`src/rtl/gate_pkg.sv`:
```
// rtl/gate_pkg.sv - shared gate state encoding and default timing constants
package gate_pkg;

  localparam logic [2:0] ST_DEAD_CLOSE = 3'd0;
  localparam logic [2:0] ST_CLOSING    = 3'd1;
  localparam logic [2:0] ST_CLOSED     = 3'd2;
  localparam logic [2:0] ST_DEAD_OPEN  = 3'd3;
  localparam logic [2:0] ST_OPENING    = 3'd4;
  localparam logic [2:0] ST_OPENED     = 3'd5;
  localparam logic [2:0] ST_FAULT      = 3'd6;

  localparam int DEF_TIMEOUT_CYCLES  = 1000;
  localparam int DEF_DEADTIME_CYCLES = 4;

  function automatic logic state_busy(input logic [2:0] s);
    return (s == ST_DEAD_CLOSE) || (s == ST_CLOSING) ||
           (s == ST_DEAD_OPEN)  || (s == ST_OPENING);
  endfunction

endpackage

```
`src/rtl/gate_travel_timer.sv`:
```
// rtl/gate_travel_timer.sv - saturating in-state cycle counter with dead-time and timeout flags
module gate_travel_timer
  import gate_pkg::*;
#(
  parameter int TIMEOUT_CYCLES  = DEF_TIMEOUT_CYCLES,
  parameter int DEADTIME_CYCLES = DEF_DEADTIME_CYCLES,
  parameter int CNT_W           = 16
) (
  input  logic clk,
  input  logic reset,
  input  logic clear_i,
  input  logic en_i,
  output logic dead_done_o,
  output logic travel_timeout_o
);

  localparam logic [CNT_W:0] DEAD_LIM    = (CNT_W+1)'(DEADTIME_CYCLES);
  localparam logic [CNT_W:0] TIMEOUT_LIM = (CNT_W+1)'(TIMEOUT_CYCLES);

  logic [CNT_W-1:0] cnt_q, cnt_d;
  logic [CNT_W:0]   elapsed;

  always_comb begin
    cnt_d = cnt_q;
    if (clear_i) begin
      cnt_d = '0;
    end else if (en_i && (cnt_q != '1)) begin
      cnt_d = cnt_q + CNT_W'(1);
    end
  end

  always_ff @(posedge clk) begin
    if (reset) begin
      cnt_q <= '0;
    end else begin
      cnt_q <= cnt_d;
    end
  end

  // Flags fire on the edge that completes the Nth cycle in the state, so dead-time lasts exactly N cycles.
  assign elapsed          = {1'b0, cnt_q} + (CNT_W+1)'(1);
  assign dead_done_o      = en_i && (elapsed == DEAD_LIM);
  assign travel_timeout_o = en_i && (elapsed == TIMEOUT_LIM);

endmodule

```
`src/rtl/gate_motor_driver.sv`:
```
// rtl/gate_motor_driver.sv - reversible gate motor FSM with dead-time, limits, obstruction and fault
module gate_motor_driver
  import gate_pkg::*;
#(
  parameter int TIMEOUT_CYCLES  = DEF_TIMEOUT_CYCLES,
  parameter int DEADTIME_CYCLES = DEF_DEADTIME_CYCLES,
  parameter int CNT_W           = 16
) (
  input  logic clk,
  input  logic reset,
  input  logic gate_open,
  input  logic gate_close,
  input  logic limit_open,
  input  logic limit_closed,
  input  logic obstruction,
  output logic motor_fwd,
  output logic motor_rev,
  output logic gate_is_open,
  output logic gate_is_closed,
  output logic busy,
  output logic fault
);

  logic [2:0] state_q, state_d;
  logic       dead_done, travel_timeout;
  logic       open_only;

  // Close wins whenever both commands arrive together.
  assign open_only = gate_open && !gate_close;

  always_comb begin
    state_d = state_q;
    if (limit_open && limit_closed && (state_q != ST_FAULT)) begin
      state_d = ST_FAULT;
    end else begin
      case (state_q)
        ST_DEAD_CLOSE: begin
          if (open_only)      state_d = ST_DEAD_OPEN;
          else if (dead_done) state_d = ST_CLOSING;
        end
        ST_DEAD_OPEN: begin
          if (gate_close)     state_d = ST_DEAD_CLOSE;
          else if (dead_done) state_d = ST_OPENING;
        end
        ST_OPENING: begin
          if (limit_open)          state_d = ST_OPENED;
          else if (gate_close)     state_d = ST_DEAD_CLOSE;
          else if (travel_timeout) state_d = ST_FAULT;
        end
        ST_CLOSING: begin
          if (limit_closed)                  state_d = ST_CLOSED;
          else if (obstruction || open_only) state_d = ST_DEAD_OPEN;
          else if (travel_timeout)           state_d = ST_FAULT;
        end
        ST_OPENED: if (gate_close) state_d = ST_DEAD_CLOSE;
        ST_CLOSED: if (open_only)  state_d = ST_DEAD_OPEN;
        ST_FAULT:  state_d = ST_FAULT;
        default:   state_d = ST_FAULT;
      endcase
    end
  end

  always_ff @(posedge clk) begin
    if (reset) begin
      state_q <= ST_DEAD_CLOSE;
    end else begin
      state_q <= state_d;
    end
  end

  gate_travel_timer #(
    .TIMEOUT_CYCLES  (TIMEOUT_CYCLES),
    .DEADTIME_CYCLES (DEADTIME_CYCLES),
    .CNT_W           (CNT_W)
  ) u_timer (
    .clk              (clk),
    .reset            (reset),
    .clear_i          (state_d != state_q),
    .en_i             (state_busy(state_q)),
    .dead_done_o      (dead_done),
    .travel_timeout_o (travel_timeout)
  );

  assign motor_fwd      = (state_q == ST_OPENING);
  assign motor_rev      = (state_q == ST_CLOSING);
  assign gate_is_open   = (state_q == ST_OPENED);
  assign gate_is_closed = (state_q == ST_CLOSED);
  assign busy           = state_busy(state_q);
  assign fault          = (state_q == ST_FAULT);

endmodule

```
`config.mk`:
```
export PLATFORM = sky130hd
export DESIGN_NAME = gate_motor_driver
export DESIGN_NICKNAME = d
export VERILOG_FILES = /design/src/rtl/gate_pkg.sv /design/src/rtl/gate_travel_timer.sv /design/src/rtl/gate_motor_driver.sv
export SDC_FILE = /design/constraint.sdc
export NUM_CORES = 1
export LEC_CHECK = 0
export CAP_MARGIN = 20
export CORE_MARGIN = 2
export CORE_UTILIZATION = 35
export CTS_CLUSTER_DIAMETER = 80
export DETAILED_ROUTE_END_ITERATION = 8
export PLACE_DENSITY = 0.51
export SLEW_MARGIN = 20
export SYNTH_ARGS = -nofsm -noshare
export SYNTH_HDL_FRONTEND = slang
export SYNTH_SLANG_ARGS = --single-unit
```
`constraint.sdc`:
```
create_clock -name clk -period 2.95 [get_ports clk]
set_input_delay 0.295 -clock clk [delete_from_list [all_inputs] [get_ports clk]]
set_output_delay 0.295 -clock clk [all_outputs]
set_load 0.02 [all_outputs]
```
# Word level (Yosys, flattened, before mapping)
# Index checks and enable logic that the tools add are counted.
[totals] reg_bits=19
[classes] mux=13 add_sub_neg=2 n_eq_ne=11 n_reduce_logical=13
[op_table] op="$mux 3" n=12
[op_table] op="$pmux 3 s6" n=1
[op_table] op="$add 16x1->17 const B" n=1
[op_table] op="$eq 17x10->1 const B" n=1
[op_table] op="$eq 17x3->1 const B" n=1
[op_table] op="$add 16x1->16 const B" n=1
[op_table] op="$ne 16x16->1 const B" n=1
[op_table] op="$eq 3x3->1 const B" n=3
[op_table] op="$eq 3x2->1 const B" n=2
[op_table] op="$logic_and 1x1->1" n=6
[op_table] op="$logic_or 1x1->1" n=4
[op_table] op="$eq 3x1->1 const B" n=1
[op_table] op="$logic_not 3->1" n=1
[op_table] op="$ne 3x3->1" n=1
[op_table] op="$ne 3x3->1 const B" n=1
[op_table] op="$reduce_or 2->1" n=1
[op_table] op="$logic_not 1->1" n=1

# Longest topological paths before layout
# Gate-level depths: netlist (run 1).
[logic_depth] word_depth=12 depth_mapped=11 depth_no_buf=8

# Cells and area by module
# From an unflattened synthesis (run 1), not the netlist that was laid out.
[hier_totals] cells_unflattened=183 hier_area_um2=1438.9
[by_module_without_submodules] module="gate_travel_timer" instances=1 seq_area_each_um2=320.3 area_per_inst_um2=1063.5 cells_per_inst=134
[by_module_without_submodules] module="gate_motor_driver" instances=1 seq_area_each_um2=60.1 area_per_inst_um2=375.4 cells_per_inst=49

# Worst setup path after synthesis (run 1)
# Ideal clock, no wire load.
[synth_path] path_kind="reg-to-reg" start="register u_timer.cnt_q[0]" end="register u_timer.cnt_q[0]" path_stages_with_launch=11 t_required_ps=2828 period_less_slack_ps=2759 setup_slack_ps=191 arrival_ps=2637 cell_sequence="dfxtp_1 ha_1 clkbuf_1 nand3_1 or3_1 xnor2_1 nor4b_4 a21oi_2 buf_2 o2111ai_1 a21oi_2"
[synth_via] elab_chain_cells=10 word_cells_on_any_way=21
[synth_rtl] item="start, declared" line_no="gate_travel_timer.sv:20" source="logic [CNT_W-1:0] cnt_q, cnt_d;"
[synth_rtl] item="start signal, assigned" line_no="gate_travel_timer.sv:36" source="cnt_q <= cnt_d;"
[synth_rtl] item="$add 16x1->17" line_no="gate_travel_timer.sv:41" source="assign elapsed = {1'b0, cnt_q} + (CNT_W+1)'(1);"
[synth_rtl] item="$eq 17x10->1" line_no="gate_travel_timer.sv:43" source="assign travel_timeout_o = en_i && (elapsed == TIMEOUT_LIM);"
[synth_rtl] item="$logic_and 1x1->1" line_no="gate_travel_timer.sv:43"
[synth_rtl] item="$mux 3" line_no="gate_motor_driver.sv:48, gate_motor_driver.sv:53"
[synth_rtl] item="$mux 3, on equally long branches" line_no="gate_motor_driver.sv:52, gate_motor_driver.sv:47"
[synth_rtl] item="$mux 3, on equally long branches" line_no="gate_motor_driver.sv:51, gate_motor_driver.sv:46"
[synth_rtl] item="$pmux 3 s6" line_no="gate_motor_driver.sv:36" source="case (state_q)"
[synth_rtl] item="$mux 3" line_no="gate_motor_driver.sv:33" source="if (limit_open && limit_closed && (state_q != ST_FAULT)) begin"
[synth_rtl] item="$ne 3x3->1" line_no="gate_motor_driver.sv:78" source=".clear_i (state_d != state_q),"
[synth_rtl] item="$reduce_or 2->1 (no source line)"
# Parallel ways exist; a longest one is shown, timed or not.
# A chain may end at the register's enable or synchronous reset.

# Worst setup path after layout (run 1)
[layout_path] start="register u_timer.cnt_q[2]" end="register u_timer.cnt_q[9]"
# Same word-level chain as after synthesis.

==> run metrics, run 1 <==
status=finished clean; Bufs on Longest Clock Path=2; first-pass GRT wire length=9508 µm; Die Wd=79.77 µm; average wire per standard cell=17.11 µm; Reg2Reg Depth=8; die height=79.77 µm; Final period util=92.23%; Warnings, synthesis=0; Worst-Margin Slew=0.7948 ns; DP HPWL=4166 µm; RR Endpoint=u_timer.cnt_q[9]; largest net degree at the start of global routing=18; asr flop ratio synth=0%; CP startpoint=u_timer.cnt_q[2]; Max-slew headroom=47.01%; TritonCTS buffer count=3; hold path startpoint=u_timer.cnt_q[15]; commonest non-fill, non-tap cells in the layout=nor2_1 (19), dfxtp_1 (19), o2111ai_1 (16), buf_4 (16); max_cap viols=0; Layout area overhead=13.64%; Clock Latency Late Sink=0.26 ns; CP endpoint kind=register; Hold Path Depth=3; final hold vios=0; TritonCTS sink count=19; Cells after DPL=329; NumNets Final=270; Vias/cell=6.153; initial core utilization=36.27%; crit path buf inv count=1; final WL=5698 µm; placeable core area=0.005540 mm²; Hold/Removal Path Class=register to register; leakage=0.0007602 µW; Critical Path, Cell by Cell=buf_4 > and3_1 > o21ai_0 > a32oi_1 > nor4_1 > a21oi_2 > o2111ai_1 > a21oi_2; CTS tree=yes; grt ovf=0; # diodes=0; Worst EP required=3.15 ns; antenna violations before repair=0; Setup TNS Final=0 ns; clk slew on worst S/H paths=0.08 ns; Synth Area per Inst=7.942 µm²; Post-synth EDFFs=0; #FFs+latches synth=19; reg-to-reg startpoint=u_timer.cnt_q[2]; vias in the first global route=1,890; CP Data Arrival Time=2.92 ns; # DRC=0; H-tree depth=1; Crit path largest cell delay=0.63 ns; cell area after synthesis=0.002009 mm²; share of post-route cells with drive strength above 1=22.22%; row count=27; total track usage=18.55%; syn nets=261; Non-Filler Instances=333; Finish-stage setup viols=0; sequential area share after synthesis=18.93%; vias post-DR=2,049; critical path's top delay family=compound AO/OA/AOI/OAI gates; RSZ-0062 raised after global routing=no; die area=0.006363 mm²; Final Skew=0.004168 ns; Pre-antenna DRT Iters=5; post-route ant nets=0; Max Slew Vio Count=0; port bufs=12; Final min period=2.721 ns; routability cong.=0.8759; crit path kind=register to register; total I/O pin count=13; Worst R2R Setup Slack=0.23 ns; Worst Setup EP=u_timer.cnt_q[9]; clock root cell=clkbuf_8; PwrDens=291.6 mW/mm²; crit path max fanout=16; Slowest cell on crit path=a21oi_2; Post-Syn Instances=253; ys flop type=dfxtp_1; crit start category=register; DRT iter0 DRCs=172; Cell variety after synth=64; Levels on crit path=8; CP dominant cell by count=a21oi_2; fmax=367.5 MHz; VDD IR max=0.2561 mV
## sequential cells by signal, indices dropped and copies added, names as in the netlist
register and flops:
state_q 3, u_timer.cnt_q 16
## worst min-delay path, stage by stage (launching register included)
cell and delay, ns:
dfxtp_1 0.43, xor2_1 0.10, o2111ai_1 0.09, a21oi_2 0.03
## power breakdown
part           internal, µW  switching, µW
Sequential              263           11.6
Clock                  94.0           92.6
Combinational          71.2            133
## kinds of logic (layout without fill, tap and decap cells)
| family | count (synthesis) | after routing | synth area share [%] |
|---|---|---|---|
| AND/OR/NAND/NOR | 109 | 109 | 34.37 |
| flip-flops | 19 | 19 | 18.93 |
| buffers and inverters | 29 | 37 | 7.596 |
| AO/OA/AOI/OAI | 75 | 75 | 29.33 |
| XOR/XNOR | 17 | 17 | 7.410 |
| multiplexers | 3 | 3 | 1.743 |
| adder cells (fa/ha/maj) | 1 | 1 | 0.6226 |
## synthesized netlist by cell type, types with 3 or more instances
| cell | n | area [µm²] |
|---|---|---|
| a21oi_1 | 15 | 75.07 |
| a21oi_2 | 12 | 105.1 |
| and3_1 | 3 | 18.77 |
| buf_2 | 8 | 40.04 |
| buf_4 | 3 | 22.52 |
| buf_6 | 3 | 33.78 |
| clkbuf_1 | 9 | 33.78 |
| dfxtp_1 | 19 | 380.4 |
| inv_1 | 4 | 15.01 |
| nand2_1 | 15 | 56.30 |
| nand2b_1 | 6 | 37.54 |
| nand3_1 | 7 | 35.03 |
| nand4_1 | 7 | 43.79 |
| nor2_1 | 19 | 71.32 |
| nor2b_1 | 5 | 31.28 |
| nor3_1 | 13 | 65.06 |
| nor4_1 | 6 | 37.54 |
| o2111ai_1 | 16 | 140.1 |
| o21a_1 | 3 | 22.52 |
| o21ai_0 | 6 | 30.03 |
| or3_1 | 4 | 25.02 |
| xnor2_1 | 13 | 113.9 |
| xor2_1 | 4 | 35.03 |
## area by class of cell
type	instances	area, µm²
clock buffer	3	41.29
fill	591	3257
tap	72	90.09
inverter	4	15.01
clock inverter	1	5.005
timing repair buffer	29	260.3
multi-input combinational	205	1491
sequential	19	380.4
## worst min-delay path by stage
| stage | end |
|---|---|
| after global placement | u_timer.cnt_q[15] |
| after floorplan | state_q[0] |
| after CTS | u_timer.cnt_q[15] |
| after global routing | state_q[0] |
| after detailed placement | u_timer.cnt_q[15] |
| final | u_timer.cnt_q[15] |
## stage by stage
stage	hold WS (ns)	util [%]	total power [µW]	cell area [µm²]	worst slack (ns)
2_1_floorplan	0.3596	-	421.0	2009	0.1907
3_3_place_gp	0.6627	40.11	489.0	2222	0.2796
3_5_place_dp	0.6798	40.11	484.0	2222	0.2501
4_1_cts	0.6932	40.94	668.9	2268	0.2336
5_1_grt	0.6910	41.22	701.3	2283	0.02861
6_report	0.6985	41.22	665.9	2283	0.2291
## metal layers
metal  wire length (µm)  track usage [%]  up-vias
li1                   -                -      983
met1               2853            28.15      983
met2               2411            27.73       79
met3                388            1.810        4
met4                 45            4.915        0
met5                  0                0        -
## repair_timing
action                     4_1_cts  5_1_grt
resized for setup                0        3
setup buffers                    0        0
setup endpoints to repair        0       16
hold buffers                     0        0
(Power assumes the default switching activity.)
==> run 2: changes to the inputs <==
--- a/config.mk
+++ b/config.mk
@@ -5,12 +5,11 @@
 export SDC_FILE = /design/constraint.sdc
 export NUM_CORES = 1
 export LEC_CHECK = 0
-export CAP_MARGIN = 20
 export CORE_MARGIN = 2
 export CORE_UTILIZATION = 35
 export CTS_CLUSTER_DIAMETER = 80
 export DETAILED_ROUTE_END_ITERATION = 8
-export PLACE_DENSITY = 0.51
+export PLACE_DENSITY = 0.49
 export SLEW_MARGIN = 20
 export SYNTH_ARGS = -nofsm -noshare
 export SYNTH_HDL_FRONTEND = slang
==> constraint.sdc (replaced) <==
create_clock -name clk -period 3.3 [get_ports clk]
set_input_delay 0.33 -clock clk [delete_from_list [all_inputs] [get_ports clk]]
set_output_delay 0.33 -clock clk [all_outputs]
set_load 0.02 [all_outputs]
==> run 2 against run 1 <==
Net effect: clock skew decreased by 0.0028 ns; clock power is 7% lower; register-to-register slack better by 0.08 ns; worst setup slack improved by 0.081 ns; die area stayed put; wire length up 3.5%; hold slack worse by 0.019 ns; combinational power fell by 15%; critical path depth is 1 higher; sequential power fell by 9.5%; critical path type unchanged; largest cell class unchanged; largest power group unchanged; highest routed layer unchanged.
==> run metrics, run 2 (synthesis gave the netlist of run 1 again) <==
share of post-route cells with drive strength above 1=19.84%; Pre-antenna DRT Iters=4; max_cap viols=0; CTS Hold Buffers Added=0; initial core utilization=36.27%; Reg2Reg Depth=9; total track usage=19.36%; largest net degree at the start of global routing=26; Logic pwr share=29.2%; crit path kind=register to register; Bufs on Longest Clock Path=2; TritonCTS buffer count=3; CTS tree=yes; crit start category=register; Placement Cell Area=0.002180 mm²; M2 GR Usage=26.47%; Post-Layout Inst Area=0.002226 mm²; CP Data Arrival Time=3.19 ns; vias post-DR=2,008; H-tree depth=1; Post-CTS Setup Repair Bufs=0; Final min period=2.989 ns; clock root cell=clkbuf_8; status=finished clean; routability cong.=0.8802; crit path max fanout=16; fmax=334.5 MHz; DP HPWL=4313 µm; final WL=5898 µm; sw power=217.2 µW; Max Slew Vio Count=0; placeable core area=0.005540 mm²; Clk pwr share=29.0%; max FFs per register=16; Setup TNS Final=0 ns; met3 Usage GRT=1.357%; Worst R2R Setup Slack=0.31 ns; CP endpoint kind=register; total internal power=378.5 µW; Clock Latency Late Sink=0.26 ns; Die Wd=79.77 µm; registers with the most flip-flops=u_timer.cnt_q x16, state_q x3; clk slew on worst S/H paths=0.08 ns; commonest non-fill, non-tap cells in the layout=nor2_1 (19), dfxtp_1 (19), o2111ai_1 (16); Worst-Margin Slew=0.8006 ns; Worst EP required=3.50 ns; Hold Path Depth=3; RR Endpoint=u_timer.cnt_q[5]; post-CTS sizing=0; Hold EP=u_timer.cnt_q[15]; # DRC=0; total I/O pin count=13; Seq pwr share=41.8%; DRT iter0 DRCs=166; VDD IR max=0.1316 mV; row count=27; reg-to-reg startpoint=u_timer.cnt_q[0]; port bufs=12; Final period util=90.59%; die area=0.006363 mm²; Vias/cell=6.103; RSZ-0062 raised after global routing=no; fillers=598; antenna violations before repair=0; die height=79.77 µm; post-route ant nets=0; # diodes=0; hold path startpoint=u_timer.cnt_q[15]; Layout area overhead=10.77%; first-pass GRT wire length=9770 µm; Max-slew headroom=46.62%; largest register by flop count=u_timer.cnt_q; Hold/Removal Path Class=register to register; PwrDens=267.6 mW/mm²; NumNets Final=266; grt ovf=0; busiest grt layer=met1; Final Skew=0.001335 ns; final hold vios=0; Finish-stage setup viols=0; TritonCTS sink count=19; vias in the first global route=1,847; average wire per standard cell=17.93 µm; leakage=0.0007337 µW; fin util=40.18%; met1 usage=31.32%; Switching Share=36.46%
==> run 2: changes by cell type in the layout (fill, tap and decap cells not counted) <==
cell	previous run	this run
ha_1	0	1
nor4_2	2	0
nor4_1	4	6
buf_4	16	13
ha_2	1	0
buf_12	1	0
==> run 2: stage by stage <==
step                      total power, µW  setup WS, ns  instances  hold slack, ns
final                               595.7        0.3106        329          0.6792
after global routing                624.3       0.08803        329          0.7258
after CTS                           596.6        0.3247        329          0.6770
after detailed placement            425.9        0.3474        325          0.6628
after global placement              429.8        0.3798        325          0.6642
after floorplan                     376.4        0.5407        253          0.3946
==> run 2: layout make-up <==
cell class,instances,area (µm²),share of cell area (%)
clock buffers,3,41.29,1.855
clock inverters,1,5.005,0.2248
inverters,4,15.01,0.6745
multi-input cells,205,1476,66.33
flip-flops and latches,19,380.4,17.09
well taps,72,90.09,4.047
repair buffers,25,217.7,9.781
==> run 2: power by group through the flow <==
stage	sequential, µW	clock [µW]	combinational [µW]
finish	249	173	174
floorplan	246	0	130
detailed placement	254	0	172
global route	250	185	188
CTS	249	175	173
global placement	254	0	175
==> run 2: worst max-delay path by stage <==
stage          slack (ns)  cells after the start             start          endpoint
6_report             0.31                      9  u_timer.cnt_q[0]  u_timer.cnt_q[5]
3_3_place_gp         0.38                     10  u_timer.cnt_q[0]        state_q[0]
2_1_floorplan        0.54                     10  u_timer.cnt_q[0]  u_timer.cnt_q[0]
4_1_cts              0.32                      9  u_timer.cnt_q[0]  u_timer.cnt_q[5]
3_5_place_dp         0.35                      9  u_timer.cnt_q[0]  u_timer.cnt_q[4]
5_1_grt              0.09                      9  u_timer.cnt_q[0]  u_timer.cnt_q[5]
==> run 2: worst max-delay path, cell delays in order, from the launching register on <==
cell and delay (ns):
dfxtp_1 0.49, ha_1 0.39, nand4_1 0.13, nor4_1 0.45, xor2_1 0.21, nor4b_4 0.33, buf_4 0.23, a2bb2oi_2 0.20
nand3_4 0.26, a21oi_1 0.22
==> run 2: per-layer routing <==
metal | vias up | wire [µm]
li1 | 980 | -
met1 | 962 | 3241
met2 | 58 | 2390
met3 | 8 | 191
met4 | 0 | 75
met5 | - | 0
